--- src/rtl/cva6_spi_pkg.sv ---
// Shared types and helpers for the CVA6 SPI master transmit path.
// Lane-mode decode, lane counts and the FSM state encoding.
package cva6_spi_pkg;

  typedef enum logic [1:0] {
    SINGLE = 2'b00,
    DUAL   = 2'b01,
    QUAD   = 2'b10
  } spi_mode_e;

  typedef enum logic {
    IDLE     = 1'b0,
    TRANSMIT = 1'b1
  } tx_state_e;

  localparam int unsigned TRGT_RST = 8;

  // Encoding 11 falls back to single-lane operation.
  function automatic spi_mode_e mode_dec(input logic [1:0] m);
    case (m)
      2'b01:   return DUAL;
      2'b10:   return QUAD;
      default: return SINGLE;
    endcase
  endfunction

  function automatic logic [1:0] lane_log2(input spi_mode_e m);
    case (m)
      QUAD:    return 2'd2;
      DUAL:    return 2'd1;
      default: return 2'd0;
    endcase
  endfunction

  function automatic logic [3:0] lane_mask(input spi_mode_e m);
    case (m)
      QUAD:    return 4'b1111;
      DUAL:    return 4'b0011;
      default: return 4'b0001;
    endcase
  endfunction

endpackage

--- src/rtl/cva6_spi_tx_shreg.sv ---
// Transmit shift register: load, shift by lane count in either
// bit order, and map the outgoing bits onto the SDO lanes.
module cva6_spi_tx_shreg
  import cva6_spi_pkg::*;
#(
  parameter int unsigned DATA_W = 32
) (
  input  logic              clk,
  input  logic              rstn,
  input  logic              load_i,
  input  logic              clr_i,
  input  logic              shift_i,
  input  logic [DATA_W-1:0] data_i,
  input  spi_mode_e         mode_i,
  input  logic              lsb_i,
  output logic [3:0]        sdo_o
);

  logic [DATA_W-1:0] sr_q;
  logic [DATA_W-1:0] sr_d;
  logic [DATA_W-1:0] shl;
  logic [DATA_W-1:0] shr;

  always_comb begin
    shl = sr_q << 1;
    shr = sr_q >> 1;
    sdo_o = {3'b000, lsb_i ? sr_q[0] : sr_q[DATA_W-1]};
    case (mode_i)
      QUAD: begin
        shl = sr_q << 4;
        shr = sr_q >> 4;
        sdo_o = lsb_i ? sr_q[3:0] : sr_q[DATA_W-1 -: 4];
      end
      DUAL: begin
        shl = sr_q << 2;
        shr = sr_q >> 2;
        sdo_o = {2'b00, lsb_i ? sr_q[1:0] : sr_q[DATA_W-1 -: 2]};
      end
      default: ;
    endcase
  end

  // Load beats clear: a back-to-back word replaces the tail bits.
  always_comb begin
    sr_d = sr_q;
    if (load_i)       sr_d = data_i;
    else if (clr_i)   sr_d = '0;
    else if (shift_i) sr_d = lsb_i ? shr : shl;
  end

  always_ff @(posedge clk or negedge rstn) begin
    if (!rstn) sr_q <= '0;
    else       sr_q <= sr_d;
  end

endmodule

--- src/rtl/cva6_spi_master_tx_multi.sv ---
// SPI master transmit datapath for 1/2/4 SDO lanes with
// transfer-safe configuration latching and underrun reporting.
module cva6_spi_master_tx_multi
  import cva6_spi_pkg::*;
#(
  parameter int unsigned DATA_W = 32,
  parameter int unsigned CNT_W  = 16
) (
  input  logic              clk,
  input  logic              rstn,
  input  logic              en,
  input  logic              tx_edge,
  input  logic [1:0]        mode_in,
  input  logic              lsb_first_in,
  input  logic [CNT_W-1:0]  counter_in,
  input  logic              counter_in_upd,
  input  logic [DATA_W-1:0] data,
  input  logic              data_valid,
  output logic              data_ready,
  output logic [3:0]        sdo,
  output logic [3:0]        sdo_oe,
  output logic              tx_done,
  output logic              underrun_o,
  output logic              clk_en_o
);

  tx_state_e        state_q;
  spi_mode_e        mode_q;
  spi_mode_e        pend_mode_q;
  spi_mode_e        new_mode;
  logic             lsb_q;
  logic             pend_lsb_q;
  logic             pend_q;
  logic [CNT_W-1:0] cnt_q;
  logic [CNT_W-1:0] trgt_q;
  logic [CNT_W-1:0] pend_trgt_q;
  logic [CNT_W-1:0] new_trgt;
  logic [CNT_W-1:0] wmask;
  logic             busy;
  logic             start;
  logic             last;
  logic             wb;
  logic             to_idle;

  assign new_mode = mode_dec(mode_in);

  always_comb begin
    new_trgt = counter_in >> lane_log2(new_mode);
    if (new_trgt == '0) new_trgt = CNT_W'(1);
  end

  always_comb begin
    case (mode_q)
      QUAD:    wmask = CNT_W'(DATA_W / 4 - 1);
      DUAL:    wmask = CNT_W'(DATA_W / 2 - 1);
      default: wmask = CNT_W'(DATA_W - 1);
    endcase
  end

  // rstn gates the start so no pop leaks out while reset is held.
  assign busy       = (state_q == TRANSMIT);
  assign start      = rstn & ~busy & en & data_valid;
  assign last       = busy & tx_edge & (cnt_q == trgt_q - CNT_W'(1));
  assign wb         = busy & tx_edge & ~last & ((cnt_q & wmask) == wmask);
  assign data_ready = start | (last & en & data_valid) | (wb & data_valid);
  assign tx_done    = last;
  assign underrun_o = wb & ~data_valid;
  assign clk_en_o   = busy & ~underrun_o;
  assign sdo_oe     = busy ? lane_mask(mode_q) : 4'b0000;
  assign to_idle    = (last & ~(en & data_valid)) | underrun_o;

  always_ff @(posedge clk or negedge rstn) begin
    if (!rstn) begin
      state_q     <= IDLE;
      cnt_q       <= '0;
      trgt_q      <= CNT_W'(TRGT_RST);
      mode_q      <= SINGLE;
      lsb_q       <= 1'b0;
      pend_q      <= 1'b0;
      pend_trgt_q <= '0;
      pend_mode_q <= SINGLE;
      pend_lsb_q  <= 1'b0;
    end else begin
      unique case (state_q)
        IDLE:     if (start)   state_q <= TRANSMIT;
        TRANSMIT: if (to_idle) state_q <= IDLE;
      endcase
      if (last)                 cnt_q <= '0;
      else if (busy && tx_edge) cnt_q <= cnt_q + CNT_W'(1);
      // Mid-transfer updates park in the pending slot until IDLE.
      if (counter_in_upd && busy && !to_idle) begin
        pend_q      <= 1'b1;
        pend_trgt_q <= new_trgt;
        pend_mode_q <= new_mode;
        pend_lsb_q  <= lsb_first_in;
      end else if (counter_in_upd) begin
        pend_q <= 1'b0;
        trgt_q <= new_trgt;
        mode_q <= new_mode;
        lsb_q  <= lsb_first_in;
      end else if (to_idle && pend_q) begin
        pend_q <= 1'b0;
        trgt_q <= pend_trgt_q;
        mode_q <= pend_mode_q;
        lsb_q  <= pend_lsb_q;
      end
    end
  end

  cva6_spi_tx_shreg #(
    .DATA_W (DATA_W)
  ) u_shreg (
    .clk     (clk),
    .rstn    (rstn),
    .load_i  (data_ready),
    .clr_i   (to_idle),
    .shift_i (busy & tx_edge),
    .data_i  (data),
    .mode_i  (mode_q),
    .lsb_i   (lsb_q),
    .sdo_o   (sdo)
  );

endmodule

--- config.mk ---
export PLATFORM = sky130hd
export DESIGN_NAME = cva6_spi_master_tx_multi
export DESIGN_NICKNAME = d
export VERILOG_FILES = /design/src/rtl/cva6_spi_pkg.sv /design/src/rtl/cva6_spi_tx_shreg.sv /design/src/rtl/cva6_spi_master_tx_multi.sv
export SDC_FILE = /design/constraint.sdc
export NUM_CORES = 1
export LEC_CHECK = 0
export ABC_CLOCK_PERIOD_IN_PS = 9160
export CAP_MARGIN = 15
export CORE_ASPECT_RATIO = 0.7
export CORE_MARGIN = 2
export CORE_UTILIZATION = 30
export CTS_BUF_LIST = sky130_fd_sc_hd__clkbuf_16
export DETAILED_ROUTE_END_ITERATION = 12
export GPL_TIMING_DRIVEN = 0
export PLACE_DENSITY_LB_ADDON = 0.1
export REMOVE_ABC_BUFFERS = 1
export SLEW_MARGIN = 30
export SYNTH_ARGS = -nofsm -noshare
export SYNTH_HDL_FRONTEND = slang
export SYNTH_HIERARCHICAL = 1
export SYNTH_SLANG_ARGS = --single-unit
--- constraint.sdc ---
create_clock -name clk -period 9.16 [get_ports clk]
set_input_delay 0.916 -clock clk [delete_from_list [all_inputs] [get_ports clk]]
set_output_delay 0.916 -clock clk [all_outputs]
set_load 0.02 [all_outputs]
==> key figures <==
Status
  • Run status: finished clean

Pwr
  • Leakage: 2.99 nW
  • Peak supply drop: 0.268 mV
  • Net Sw Frac: 0.454
  • Internal Power: 1.44 mW
  • Psw: 1.20 mW
  • Clk network pwr share: 0.144
  • Comb power frac: 0.555
  • Pwr Density: 339 nW/um2
  • Flop pwr share: 0.301

Hold path
  • Hold Path Class: input port to async pin

Clock tree
  • CTS Root Cell: clkbuf_16
  • Setup bufs post-CTS: 0
  • CTS tree: built
  • CTS resizes: 0
  • Clock transition at path regs: 70 ps
  • Skew-Pair Late Insertion Delay: 360 ps
  • Htree depth: 3
  • Clock sink count: 88
  • Longest Clk Path Bufs: 2
  • Num CTS Buffers: 9
  • Post-CTS Hold Buffers: 0

Setup path
  • CP Capture Type: output pin
  • Slowest Stage Delay on Critical Path: 620 ps
  • CP Buf/Inv Count: 4
  • Crit path kind: flip-flop to output pin
  • CP max FO: 20
  • CP most frequent cell: buf_8
  • Top Family by Delay on Critical Path: simple AND/OR/NAND/NOR gates
  • Required time of the critical path: 8240 ps
  • Worst Setup Start Kind: flip-flop
  • Instance count on the critical path: 13
  • R2R depth: 15
  • Ordered cell list for the critical path: inv_1 -> ha_1 -> or3b_1 -> or4_1 -> a21oi_1 -> o31ai_1 -> nor4_2 -> and2_2 -> o21ai_0 -> a21boi_4 -> buf_8 -> buf_8 -> clkdlybuf4s50_1
  • CP arrival: 5250 ps
  • Crit-path slowest cell: clkdlybuf4s50_1

Job
  • Max cap viols: 0

GRT
  • Total Routing Usage GR: 0.178
  • Number of global-route vias before repair: 5633
  • Initial antenna violation count: 0
  • Largest net degree at the start of global routing: 63
  • Gr ovfl total: 0
  • Global-route wire length before repair: 32.5 mm

Synth
  • Top cells by area, synth: dfrtp_1, mux2_2, a221o_1
  • Main synth FF type: dfrtp_1
  • Most common library cells after synthesis: dfrtp_1, nor2_1, nand3_1, a21oi_1, a221o_1
  • Number of synthesized register bits: 88
  • Sequential share of the synthesized area: 0.336
  • Mean Syn Cell Area: 9.13 um2
  • Mapped Cells: 718
  • Synth warnings: 6
  • Most common cell in the netlist: dfrtp_1
  • Synth top area share: 0.332
  • Synthesized area: 6560 um2
  • Number of synthesized flops with an enable pin: 0
  • Unique masters post-synth: 70
  • Yosys top cell by area: dfrtp_1
  • Post-synthesis async set-or-reset flop share: 1.00

STA
  • Final worst path period share: 0.673
  • Measured slew at the worst slew-check pin: 919 ps
  • Fin. max-slew vios: 0
  • Min Hold Slack: 434 ps
  • Final Hold Fails: 0
  • Layout Skew: 9.15 ps
  • RSZ-0062 raised after global routing: false
  • Minimum clock period: 6160 ps
  • Slew HR: 0.387
  • Max Clk Rate: 162 MHz
  • Setup TNS: 0 ps
  • Final setup vio count: 0

Cells and area
  • Number of fillers in the final layout: 2203
  • Layout Cell Area excl Fill: 7770 um2
  • Layout cells sized above 1: 0.114
  • Area Overhead vs Synth: 18.5%
  • Non-Filler Instances: 1027
  • Antenna diodes: 0
  • Nets: 803

Floorplan
  • Starting Density: 0.304
  • Io pins: 69
  • FP Rows: 45
  • Die area: 23100 um2
  • Die width: 181 um
  • Chip height: 128 um
  • Core area: 21600 um2

Placed design
  • RD Place Congestion: 0.807
  • HPWL after DPL: 14.0 mm
  • DP Cell Count: 1011
  • PortBufs: 68
  • Placed Area: 7480 um2

Route
  • DRC: 0
  • Wire length per cell: 19.4 um
  • First-pass detailed-route iteration total: 5
  • Iteration-0 DRC Markers: 639
  • Via count: 5886
  • Final WL: 20.0 mm
  • Vias per cell: 5.73
  • Routed Antenna Nets: 0
## metal layers
metal | wire [um] | vias to the layer above | track usage
met5 | 0 | - | 0
met4 | 240 | 0 | 0.0389
met3 | 1010 | 16 | 0.0372
met2 | 8300 | 149 | 0.248
met1 | 10400 | 2943 | 0.277
li1 | - | 2778 | -
## layout by cell type, fill, tap and decap left out, types with 15 or more instances in the layout
cell type,count
a221oi_1,19
clkdlybuf4s50_1,66
nor4b_1,31
nor2_1,64
a221o_1,36
dfrtp_1,87
nand2_1,27
a21oi_1,44
nand3_1,46
xnor2_1,18
xor2_1,18
nand2b_1,22
mux2_2,35
inv_1,15
## layout make-up
cell class | instances | area, um2 | area share
timing repair buffer | 78 | 883 | 0.114
clock buffer | 9 | 225 | 0.0290
multi-input combinational | 546 | 3970 | 0.511
tap | 282 | 353 | 0.0454
sequential | 88 | 2200 | 0.283
clock inverter | 7 | 71.3 | 0.00917
inverter | 17 | 63.8 | 0.00821
## per-stage QoR
step,utilization,worst slack [ps],power (mW)
4_1_cts,0.360,2970,2.64
3_3_place_gp,0.335,-4800,2.19
2_1_floorplan,-,806,1.76
6_report,0.360,3000,2.63
5_1_grt,0.360,2680,2.85
3_5_place_dp,0.347,3380,2.25
## final timing paths
kind	endpoint	slack, ps	startpoint
hold / removal	pend_mode_q[0]	430	rstn
setup reg to reg	u_shreg/sr_q[9]	3850	trgt_q[0]
max in group asynchronous	cnt_q[9]	8100	rstn
min in group clk	pend_mode_q[0]	510	pend_mode_q[0]
hold reg to reg	pend_mode_q[0]	510	pend_mode_q[0]
setup / recovery	data_ready	3000	trgt_q[0]
## power groups by stage
stage | clock (mW) | sequential, mW | combinational [mW]
after CTS | 0.394 | 0.788 | 1.46
final | 0.380 | 0.792 | 1.46
after detailed placement | 0 | 0.796 | 1.45
after floorplan | 0 | 0.700 | 1.06
after global placement | 0 | 0.787 | 1.40
after global routing | 0.407 | 0.824 | 1.61
## registers in the layout, summed over array words and instances, names as in the netlist
signal	flops
pend_trgt_q	16
trgt_q	16
u_shreg/sr_q	32
busy	1
cnt_q	16
pend_q	1
lsb_q	1
pend_lsb_q	1
mode_q	2
pend_mode_q	2
## logic make-up after synthesis
logic type      count (synthesis)  share of synthesized area
xor+xnor                       36                     0.0481
compound gates                187                      0.217
simple gates                  259                      0.221
buf+inv                        84                     0.0662
fa+ha+maj                       6                     0.0114
mux                            58                      0.100
flops                          88                      0.336
Note: power is estimated with default switching activity, not from simulation.
